**src/rtl/wb_periph_pkg.sv**
```systemverilog
// Shared definitions for the Wishbone peripheral slave: register map,
// bus FSM encoding and byte-lane merge helper.
package wb_periph_pkg;

    localparam logic [31:0] LED_OFS  = 32'h0000_0000;
    localparam logic [31:0] CDT_OFS  = 32'h0000_0010;
    localparam logic [31:0] STAT_OFS = 32'h0000_0014;

    localparam int STAT_EXPIRED_BIT = 0;

    // Wide enough for ACK_LATENCY-2 with ACK_LATENCY up to 15.
    localparam int LAT_W = 4;

    typedef enum logic [1:0] {
        ST_IDLE = 2'd0,
        ST_WAIT = 2'd1,
        ST_RESP = 2'd2
    } wb_state_t;

    function automatic logic [31:0] merge_bytes(
        input logic [31:0] old_val,
        input logic [31:0] new_val,
        input logic [3:0]  sel
    );
        logic [31:0] res;
        res = old_val;
        for (int i = 0; i < 4; i++) begin
            if (sel[i]) begin
                res[8*i +: 8] = new_val[8*i +: 8];
            end
        end
        return res;
    endfunction

endpackage

```
**src/rtl/wb_periph_slave_if.sv**
```systemverilog
// Wishbone B4 pipelined bus between the CPU bridge (master) and the
// peripheral register slave.
//
// Handshake: the master holds a request (stb with addr/we/data/sel) while
// cyc is high; the request is accepted on a rising edge where
// cyc & stb & !stall. Exactly one of ack/err answers each accepted request,
// for one cycle, and only while cyc stays high; dropping cyc abandons it.
interface wb_periph_slave_if;

    logic        m2s_cyc;
    logic        m2s_stb;
    logic        m2s_we;
    logic [31:0] m2s_addr;
    logic [31:0] m2s_data;
    logic [3:0]  m2s_sel;

    logic [31:0] s2m_data;
    logic        s2m_ack;
    logic        s2m_stall;
    logic        s2m_err;
    logic [31:0] s2m_err_addr;

    modport master (
        output m2s_cyc, m2s_stb, m2s_we, m2s_addr, m2s_data, m2s_sel,
        input  s2m_data, s2m_ack, s2m_stall, s2m_err, s2m_err_addr
    );

    modport slave (
        input  m2s_cyc, m2s_stb, m2s_we, m2s_addr, m2s_data, m2s_sel,
        output s2m_data, s2m_ack, s2m_stall, s2m_err, s2m_err_addr
    );

endinterface

```
**src/rtl/wb_periph_slave_cdt_timer.sv**
```systemverilog
// Prescaled countdown timer: decrements once per PRESCALE clocks, stops at
// zero and latches an expired flag on the 1->0 step.
module cdt_timer #(
    parameter int PRESCALE = 27
) (
    input  logic        clk,
    input  logic        rst_n,
    input  logic        load,
    input  logic [31:0] load_val,
    input  logic        clr,
    output logic [31:0] count,
    output logic        expired
);

    localparam int PW = (PRESCALE > 1) ? $clog2(PRESCALE) : 1;
    localparam logic [PW-1:0] PRE_INIT = PW'(PRESCALE - 1);

    logic [PW-1:0] prescaler;
    logic          tick;
    logic          dec;
    logic          expire_set;

    assign tick       = (prescaler == '0);
    // A bus load in the same cycle as a tick suppresses the decrement.
    assign dec        = tick & ~load & (count != '0);
    assign expire_set = dec & (count == 32'd1);

    always_ff @(posedge clk or negedge rst_n) begin
        if (!rst_n) begin
            prescaler <= PRE_INIT;
        end else if (load || tick) begin
            prescaler <= PRE_INIT;
        end else begin
            prescaler <= prescaler - 1'b1;
        end
    end

    always_ff @(posedge clk or negedge rst_n) begin
        if (!rst_n) begin
            count <= '0;
        end else if (load) begin
            count <= load_val;
        end else if (dec) begin
            count <= count - 32'd1;
        end
    end

    // Set has priority over a same-cycle clear.
    always_ff @(posedge clk or negedge rst_n) begin
        if (!rst_n) begin
            expired <= 1'b0;
        end else if (expire_set) begin
            expired <= 1'b1;
        end else if (clr) begin
            expired <= 1'b0;
        end
    end

endmodule

```
**src/rtl/wb_periph_slave.sv**
```systemverilog
// Wishbone B4 pipelined register slave holding the LED register and the
// countdown timer; one outstanding transaction, fixed response latency.
module wb_periph_slave
    import wb_periph_pkg::*;
#(
    parameter logic [31:0] BASE_ADDR    = 32'h8000_0000,
    parameter int          ACK_LATENCY  = 1,
    parameter int          CDT_PRESCALE = 27
) (
    input  logic             clk,
    input  logic             i_resetn,
    wb_periph_slave_if.slave bus,
    output logic [5:0]       o_leds,
    output logic             o_cdt_irq,
    output wb_state_t        dbg_state
);

    localparam logic [LAT_W-1:0] LAT_INIT =
        (ACK_LATENCY > 1) ? LAT_W'(ACK_LATENCY - 2) : '0;

    localparam logic [31:0] LED_ADDR  = BASE_ADDR + LED_OFS;
    localparam logic [31:0] CDT_ADDR  = BASE_ADDR + CDT_OFS;
    localparam logic [31:0] STAT_ADDR = BASE_ADDR + STAT_OFS;

    wb_state_t        state;
    wb_state_t        next_state;
    logic [LAT_W-1:0] lat_cnt;

    logic        hit_led;
    logic        hit_cdt;
    logic        hit_stat;
    logic        hit_any;
    logic        accept;

    logic [31:0] led_reg;
    logic [31:0] cdt_count;
    logic        cdt_expired;
    logic        cdt_load;
    logic [31:0] cdt_load_val;
    logic        stat_clr;

    logic [31:0] rd_val;
    logic [31:0] acc_rdata;
    logic [31:0] pend_rdata;
    logic        pend_err;

    logic        resp_go;
    logic        resp_err;
    logic        ack_d;
    logic        err_d;
    logic [31:0] data_d;
    logic        stall_d;

    logic        ack_q;
    logic        err_q;
    logic [31:0] data_q;
    logic [31:0] err_addr_q;

    // Word-granular decode: byte offset bits are ignored.
    assign hit_led  = (bus.m2s_addr[31:2] == LED_ADDR[31:2]);
    assign hit_cdt  = (bus.m2s_addr[31:2] == CDT_ADDR[31:2]);
    assign hit_stat = (bus.m2s_addr[31:2] == STAT_ADDR[31:2]);
    assign hit_any  = hit_led | hit_cdt | hit_stat;

    assign accept = bus.m2s_cyc & bus.m2s_stb & (state == ST_IDLE);

    assign cdt_load     = accept & bus.m2s_we & hit_cdt & (|bus.m2s_sel);
    assign cdt_load_val = merge_bytes(cdt_count, bus.m2s_data, bus.m2s_sel);
    assign stat_clr     = accept & bus.m2s_we & hit_stat
                        & bus.m2s_sel[STAT_EXPIRED_BIT / 8]
                        & bus.m2s_data[STAT_EXPIRED_BIT];

    cdt_timer #(
        .PRESCALE (CDT_PRESCALE)
    ) u_cdt (
        .clk      (clk),
        .rst_n    (i_resetn),
        .load     (cdt_load),
        .load_val (cdt_load_val),
        .clr      (stat_clr),
        .count    (cdt_count),
        .expired  (cdt_expired)
    );

    always_comb begin
        rd_val = '0;
        if (hit_led) begin
            rd_val = led_reg;
        end else if (hit_cdt) begin
            rd_val = cdt_count;
        end else if (hit_stat) begin
            rd_val[STAT_EXPIRED_BIT] = cdt_expired;
        end
    end

    assign acc_rdata = bus.m2s_we ? '0 : rd_val;

    always_ff @(posedge clk or negedge i_resetn) begin
        if (!i_resetn) begin
            led_reg <= '0;
        end else if (accept && bus.m2s_we && hit_led) begin
            led_reg <= merge_bytes(led_reg, bus.m2s_data, bus.m2s_sel);
        end
    end

    // Request context held across WAIT so the response reflects the
    // register value seen at acceptance.
    always_ff @(posedge clk or negedge i_resetn) begin
        if (!i_resetn) begin
            pend_err   <= 1'b0;
            pend_rdata <= '0;
            err_addr_q <= '0;
        end else if (accept) begin
            pend_err   <= ~hit_any;
            pend_rdata <= acc_rdata;
            if (!hit_any) begin
                err_addr_q <= bus.m2s_addr;
            end
        end
    end

    always_ff @(posedge clk or negedge i_resetn) begin
        if (!i_resetn) begin
            lat_cnt <= '0;
        end else if (accept) begin
            lat_cnt <= LAT_INIT;
        end else if (state == ST_WAIT && lat_cnt != '0) begin
            lat_cnt <= lat_cnt - 1'b1;
        end
    end

    always_ff @(posedge clk or negedge i_resetn) begin
        if (!i_resetn) begin
            state <= ST_IDLE;
        end else begin
            state <= next_state;
        end
    end

    always_comb begin
        next_state = state;
        case (state)
            ST_IDLE: begin
                if (accept) begin
                    next_state = (ACK_LATENCY == 1) ? ST_RESP : ST_WAIT;
                end
            end
            ST_WAIT: begin
                if (!bus.m2s_cyc) begin
                    next_state = ST_IDLE;
                end else if (lat_cnt == '0) begin
                    next_state = ST_RESP;
                end
            end
            ST_RESP: next_state = ST_IDLE;
            default: next_state = ST_IDLE;
        endcase
    end

    // Response flags are computed for the edge that enters RESP and then
    // registered, so ack/err line up with the RESP cycle.
    always_comb begin
        resp_go  = (next_state == ST_RESP);
        resp_err = (state == ST_IDLE) ? ~hit_any : pend_err;
        ack_d    = resp_go & ~resp_err;
        err_d    = resp_go & resp_err;
        data_d   = '0;
        if (ack_d) begin
            data_d = (state == ST_IDLE) ? acc_rdata : pend_rdata;
        end
        stall_d  = (state != ST_IDLE);
    end

    always_ff @(posedge clk or negedge i_resetn) begin
        if (!i_resetn) begin
            ack_q  <= 1'b0;
            err_q  <= 1'b0;
            data_q <= '0;
        end else begin
            ack_q  <= ack_d;
            err_q  <= err_d;
            data_q <= data_d;
        end
    end

    assign bus.s2m_ack      = ack_q;
    assign bus.s2m_err      = err_q;
    assign bus.s2m_data     = data_q;
    assign bus.s2m_stall    = stall_d;
    assign bus.s2m_err_addr = err_addr_q;

    assign o_leds    = ~led_reg[5:0];
    assign o_cdt_irq = cdt_expired;
    assign dbg_state = state;

endmodule

```
**src/flat_wrapper.sv**
```systemverilog
// flat-port wrapper written by rule: the top's interface ports become plain ports
module wb_periph_slave_flat import wb_periph_pkg::*;
#(
    parameter logic [31:0] BASE_ADDR    = 32'h8000_0000,
    parameter int          ACK_LATENCY  = 1,
    parameter int          CDT_PRESCALE = 27
)
  (clk, i_resetn, o_leds, o_cdt_irq, dbg_state, bus_m2s_cyc, bus_m2s_stb, bus_m2s_we, bus_m2s_addr, bus_m2s_data, bus_m2s_sel, bus_s2m_data, bus_s2m_ack, bus_s2m_stall, bus_s2m_err, bus_s2m_err_addr);
  wb_periph_slave_if bus_i ();
  input  logic clk;
  input  logic i_resetn;
  output logic [5:0] o_leds;
  output logic o_cdt_irq;
  output wb_state_t dbg_state;
  input wire logic [$bits(bus_i.m2s_cyc)-1:0] bus_m2s_cyc;
  input wire logic [$bits(bus_i.m2s_stb)-1:0] bus_m2s_stb;
  input wire logic [$bits(bus_i.m2s_we)-1:0] bus_m2s_we;
  input wire logic [$bits(bus_i.m2s_addr)-1:0] bus_m2s_addr;
  input wire logic [$bits(bus_i.m2s_data)-1:0] bus_m2s_data;
  input wire logic [$bits(bus_i.m2s_sel)-1:0] bus_m2s_sel;
  output wire logic [$bits(bus_i.s2m_data)-1:0] bus_s2m_data;
  output wire logic [$bits(bus_i.s2m_ack)-1:0] bus_s2m_ack;
  output wire logic [$bits(bus_i.s2m_stall)-1:0] bus_s2m_stall;
  output wire logic [$bits(bus_i.s2m_err)-1:0] bus_s2m_err;
  output wire logic [$bits(bus_i.s2m_err_addr)-1:0] bus_s2m_err_addr;
  assign bus_i.m2s_cyc = bus_m2s_cyc;
  assign bus_i.m2s_stb = bus_m2s_stb;
  assign bus_i.m2s_we = bus_m2s_we;
  assign bus_i.m2s_addr = bus_m2s_addr;
  assign bus_i.m2s_data = bus_m2s_data;
  assign bus_i.m2s_sel = bus_m2s_sel;
  assign bus_s2m_data = bus_i.s2m_data;
  assign bus_s2m_ack = bus_i.s2m_ack;
  assign bus_s2m_stall = bus_i.s2m_stall;
  assign bus_s2m_err = bus_i.s2m_err;
  assign bus_s2m_err_addr = bus_i.s2m_err_addr;
  wb_periph_slave #(.BASE_ADDR(BASE_ADDR), .ACK_LATENCY(ACK_LATENCY), .CDT_PRESCALE(CDT_PRESCALE)) u_core (.clk(clk), .i_resetn(i_resetn), .bus(bus_i), .o_leds(o_leds), .o_cdt_irq(o_cdt_irq), .dbg_state(dbg_state));
endmodule
```
**config.mk**
```make
export PLATFORM = sky130hd
export DESIGN_NAME = wb_periph_slave_flat
export DESIGN_NICKNAME = d
export VERILOG_FILES = /design/src/rtl/wb_periph_pkg.sv /design/src/rtl/wb_periph_slave_if.sv /design/src/rtl/wb_periph_slave_cdt_timer.sv /design/src/rtl/wb_periph_slave.sv /design/src/flat_wrapper.sv
export SDC_FILE = /design/constraint.sdc
export NUM_CORES = 1
export LEC_CHECK = 0
export ABC_AREA = 1
export BUFFER_PORTS_ARGS = -buffer_cell sky130_fd_sc_hd__buf_4
export CAP_MARGIN = 20
export CORE_ASPECT_RATIO = 0.7
export CORE_MARGIN = 2
export CORE_UTILIZATION = 60
export DETAILED_ROUTE_END_ITERATION = 10
export PLACE_DENSITY = 0.84
export SLEW_MARGIN = 20
export SYNTH_ARGS = -nofsm -noshare
export SYNTH_HDL_FRONTEND = slang
export SYNTH_SLANG_ARGS = --single-unit
```
**constraint.sdc**
```tcl
create_clock -name clk -period 3.65 [get_ports clk]
set_clock_uncertainty 0.05 [all_clocks]
set_input_delay 0.5475 -clock clk [delete_from_list [all_inputs] [get_ports clk]]
set_output_delay 0.5475 -clock clk [all_outputs]
set_load 0.01 [all_outputs]
```
* After elaboration in Yosys (flattened, before gate mapping)
Cells that the tools add are included.
W data, S select, Z words.
** Cells by class
- Add/subtract/negate cells :: 3
- Equality and inequality tests :: 10
- Mux-type cells :: 23
- Bitwise operators :: 19
- Reduce and logical (&&, ||, !) cells :: 23
** Operators by type and width (number)
- $mux W32 :: 6
- $eq A30 B30 Y1 const B :: 3
- $eq A32 B1 Y1 const B :: 1
- $mux W8 :: 4
- $reduce_bool A32 Y1 :: 1
- $sub A32 B1 Y32 const B :: 1
- $mux W31 :: 1
- $reduce_and A2 Y1 :: 9
- $and A1 B1 Y1 :: 13
- $mux W4 :: 2
- $ne A2 B2 Y1 const B :: 4
- $reduce_bool A2 Y1 :: 4
- $mux W2 :: 3
- $not A6 Y6 :: 1
- $logic_not A5 Y1 :: 1
- $mux W1 :: 5
- $mux W5 :: 1
- $sub A5 B1 Y5 const B :: 1
- $logic_not A4 Y1 :: 1
- $pmux W2 S2 :: 1
- $reduce_bool A4 Y1 :: 1
- $reduce_or A4 Y1 :: 1
- $sub A4 B1 Y4 const B :: 1
- $logic_and A1 B1 Y1 :: 3
- 6 further kinds :: 9
** Storage, ports and cells
- Register bits after elaboration :: 175
- Input port bits :: 73
- Output and inout port bits :: 76
- Logic and storage cells :: 96

* Logic depth before layout (Yosys ltp)
- Word-level depth :: 10
- Gate-level depth with buffers :: 12
- Depth with buffers taken out :: 12

* Hierarchy
Synthesis repeated with hierarchy kept, for this count alone.
** Second synthesis, totals
- Cells, all modules :: 1302
- Area total of the unflattened synthesis :: 9763.1 sq um
** Modules (own cells, without submodules)
- wb_periph_slave :: times used 1, cells each 883, area each 6921.6 sq um, sequential area each 3428.3 sq um
- cdt_timer :: times used 1, cells each 419, area each 2841.5 sq um, sequential area each 954.7 sq um

* Least setup slack after synthesis
OpenSTA, ideal clock, no wires.
- Path kind :: input-to-reg
- Start point :: in bus_m2s_addr[15]
- End point :: reg u_core.led_reg[17]
- Setup time :: 121 ps
- Arrival time :: 1716 ps
- Data required time :: 3479 ps
- Setup slack :: 1763 ps
- Cell stages on the path :: 10
- Buffers on the path :: 2
- Cells stage by stage :: nor2_1 nand2_1 nor2_2 nand2_2 nor3_2 buf_2 nand2_1 buf_6 nand2_1 o21ai_1
** On the way
- Word-level cells in the longest chain between the ends :: 3
** RTL lines
- start, declared :: RTL line flat_wrapper.sv:18 : input wire logic [$bits(bus_i.m2s_addr)-1:0] bus_m2s_addr;
- $eq A30 B30 Y1 :: RTL line wb_periph_slave.sv:60 : assign hit_led = (bus.m2s_addr[31:2] == LED_ADDR[31:2]);
- $logic_and A1 B1 Y1 :: RTL line wb_periph_slave.sv:101 : end else if (accept && bus.m2s_we && hit_led) begin
- $reduce_and A2 Y1 (no source line)
- end signal, assigned :: RTL line wb_periph_slave.sv:102 : led_reg <= merge_bytes(led_reg, bus.m2s_data, bus.m2s_sel);
- end, declared :: RTL line wb_periph_slave.sv:35 : logic [31:0] led_reg;
Every way passes these cells.
A chain may end at the register's enable or synchronous reset.

* Final worst setup path
- Start point :: reg u_core.state[1], in the netlist u_core.dbg_state[1]
- End point :: reg u_core.u_cdt.count[14]
** On the way
- Word-level cells in the longest chain between the ends :: 10
- Elaborated cells between the ends (all ways) :: 12
- Classes of those cells :: 1 x eq/ne; 1 x mux; 7 x bitwise; 3 x reduce/logical
** RTL lines
- start, declared :: RTL line wb_periph_slave.sv:25 : wb_state_t state;
- start signal, assigned :: RTL line wb_periph_slave.sv:136 : state <= next_state;
- $logic_not A2 Y1 * :: RTL line wb_periph_slave.sv:65 : assign accept = bus.m2s_cyc & bus.m2s_stb & (state == ST_IDLE);
- $and A1 B1 Y1 * :: RTL line wb_periph_slave.sv:65
- $and A1 B1 Y1 * (3 in a row) :: RTL line wb_periph_slave.sv:67 : assign cdt_load = accept & bus.m2s_we & hit_cdt & (|bus.m2s_sel);
- $not A1 Y1 :: RTL line wb_periph_slave_cdt_timer.sv:25 : assign dec = tick & ~load & (count != '0);
- $and A1 B1 Y1 (2 in a row) :: RTL line wb_periph_slave_cdt_timer.sv:25
- $reduce_bool A2 Y1 (no source line)
- $reduce_and A2 Y1 (no source line)
- end signal, assigned :: RTL line wb_periph_slave_cdt_timer.sv:42 : count <= load_val;
- end signal, assigned :: RTL line wb_periph_slave_cdt_timer.sv:44 : count <= count - 32'd1;
- end, declared :: RTL line wb_periph_slave_cdt_timer.sv:11 : output logic [31:0] count,
Every way passes the cells marked *; elsewhere a longest branch is shown, timed or not.

==> reports/summary.txt <==
H-tree depth: 4
Root Buffer: clkbuf_16
Rel. slew slack: 31.5%
Clk pin slew, worst setup/hold paths: 0.08 ns
die height: 108 um
worst hold slack: 0.00401 ns
Synth area leaders: dfrtp_1, nand2_1, nand3_1
CP max-delay cell: dfrtp_1
crit-path max FO: 37
R2R depth: 11
count of warnings emitted by yosys: 0
Ports: 149
routed wl met2: 11800 um
DIE AREA: 0.0165 mm^2
Crit Path Class: reg2reg
Syn Inst Count: 1248
Pwr per Cell Area: 396 mW/mm^2
Wirelength per Cell: 17.0 um
CTS tree: done
top-area cell type share of the netlist area: 46.5%
Synth Register Bits: 175
CORE AREA: 0.0149 mm^2
measured slew at the worst slew-check pin: 1.03 ns
initial antenna violation count: 0
Max Fclk: 375 MHz
power share of the sequential group: 46.3%
worst path cell trace: nor2_2, inv_2, nor2_4, nand2_2, nor2_1, nand3_2, buf_4, nand3_4, nand2_2, nand2_1, nand2_1
Die Wd: 153 um
TritonCTS buffer count: 17
sw power: 1220 uW
Starting Density: 62.1%
CP max stage delay: 0.41 ns
Worst VDD drop: 324 uV
crit start category: register
FILL cells: 1178
Std-Cell Rows: 37
Post-DRT Antenna Nets: 0
syn_nets: 1327
gr ovfl total: 0
Clock Latency Late Sink: 0.44 ns
Setup Buffers After CTS: 0
Pint: 3180 uW
Buffers on Ports: 148
CTS resizes: 0
Ant. Diodes: 0
vias in the first global route: 8110
register area share after synthesis: 47.3%
HPWL after detailed placement: 18900 um
area delta synth->final: 20.0%
routed wl met3: 3190 um
Critical R2R Capture: u_core.u_cdt.count[14]$_DFFE_PN0P_
minimum clock period: 2.67 ns
Max-Cap Viols: 0
Met1 Wirelength: 11500 um
RSZ-0062 raised after global routing: false
distinct cell type count after synthesis: 40
final hold vios: 0
share of the clock period used by the worst path: 73.0%
final WL: 26900 um
Remaining DRCs: 0
Fin Setup TNS: 0 ns
Max Used Layer: met4
Clock power frac: 44.3%
1st-iter DRT viols: 982
vias: 9019
Final setup viols: 0
cts hold-fix bufs: 0
Hold Path Class: in2async
Netlist Area Pre-Place: 0.00926 mm^2
nets: 1456
logic gate share of total power: 9.4%
first-pass GRT wire length: 42800 um
Post-Syn Area per Cell: 7.42 um^2
vias per inst: 5.69
r2r setup slk: 0.98 ns
cell taking the most area after synthesis: dfrtp_1
CP endpoint kind: register
fin. max-slew vios: 0
Detailed Routing Iterations Pass 1: 6
Crit path max-delay family: simple AND/OR/NAND/NOR gates
final core occ: 74.5%
global placer's final weighted congestion: 0.938
fraction of layout instances using a drive strength above 1: 17.2%
largest net degree at the start of global routing: 66
clk sinks: 175
outcome: completed
clock buffer depth: 2
worst r2r src: u_core.dbg_state[1]$_DFF_PN0_
switch share: 27.8%
WP data arrival: 2.93 ns
GRT Total Usage: 33.0%
Bufs and invs on worst path: 2
CP required: 3.91 ns
LEAKAGE: 0.00601 uW
==> per-stage QoR <==
step	std cells	setup WS, ns	cell area (um^2)	power, uW
after floorplan	1248	1.76	9260	2230
after global placement	1552	0.955	10400	2470
after detailed placement	1552	0.870	10400	2480
after CTS	1584	1.06	11100	4400
after global routing	1585	0.817	11100	4530
final	1585	0.984	11100	4400
==> placed cells by master, fill, tap and decap left out, types with 3 or more instances in the layout <==
cell / n
a21oi_1: 37
buf_4: 158
clkbuf_16: 18
clkinv_8: 6
dfrtp_1: 172
dfstp_2: 3
ha_1: 6
inv_1: 107
inv_2: 4
inv_6: 3
inv_8: 3
nand2_1: 455
nand2_2: 8
nand3_1: 139
nand3_2: 3
nand3_4: 4
nand4_1: 14
nand4_2: 3
nor2_1: 106
nor2_2: 9
nor3_1: 3
o21ai_0: 77
o21ai_1: 8
xnor2_1: 7
xor2_1: 10
==> power groups by stage <==
stage	combinational, uW	clock, uW	sequential (uW)
after floorplan	130	0	2100
after global placement	403	0	2070
after detailed placement	408	0	2070
after CTS	410	1950	2030
after global routing	453	2040	2040
final	415	1950	2030
==> layer usage <==
| metal | vias to the layer above | GRT usage [%] |
|---|---|---|
| li1 | 4203 | - |
| met4 | 0 | 7.94 |
| met1 | 4226 | 48.9 |
| met3 | 45 | 8.66 |
| met2 | 545 | 49.0 |
| met5 | - | 0 |
==> cell families after synthesis <==
family / Yosys count / synth area share [%]
flops: 175 / 47.3
xor+xnor: 17 / 1.61
fa+ha+maj: 6 / 0.810
simple gates: 760 / 35.8
compound gates: 125 / 6.81
buf+inv: 165 / 7.62
==> Yosys cell counts, drive strengths merged <==
cell,n
clkbuf,23
xnor2,7
o31ai,1
nor2,119
nor4,1
nand2,465
a21oi,37
o22ai,1
o21ai,85
or2,3
dfrtp,172
nor3b,1
nand4,18
a31oi,1
nand3,146
xor2,10
and2,2
ha,6
nor3,5
inv,112
dfstp,3
buf,28
clkinv,2
==> cell type report <==
type / count / area [um^2] / area share [%]
multi-input cells: 908 / 4170 / 37.6
flip-flops and latches: 175 / 4380 / 39.4
well taps: 195 / 244 / 2.20
repair buffers: 161 / 1240 / 11.2
clock inverters: 15 / 213 / 1.91
inverters: 114 / 430 / 3.87
clock buffers: 17 / 425 / 3.83
==> how the worst max path moves through the flow <==
stage / startpoint / slack, ns / end / cells past startpoint
floorplan: bus_m2s_addr[15] / 1.76 / u_core.led_reg[17]$_DFFE_PN0P_ / 10
global placement: bus_m2s_addr[9] / 0.95 / u_core.bus.s2m_data[26]$_DFF_PN0_ / 10
detailed placement: bus_m2s_addr[7] / 0.87 / u_core.bus.s2m_data[23]$_DFF_PN0_ / 10
CTS: u_core.dbg_state[1]$_DFF_PN0_ / 1.06 / u_core.u_cdt.count[15]$_DFFE_PN0P_ / 11
global route: u_core.dbg_state[1]$_DFF_PN0_ / 0.82 / u_core.u_cdt.count[12]$_DFFE_PN0P_ / 11
finish: u_core.dbg_state[1]$_DFF_PN0_ / 0.98 / u_core.u_cdt.count[14]$_DFFE_PN0P_ / 11
(Power assumes the default switching activity.)
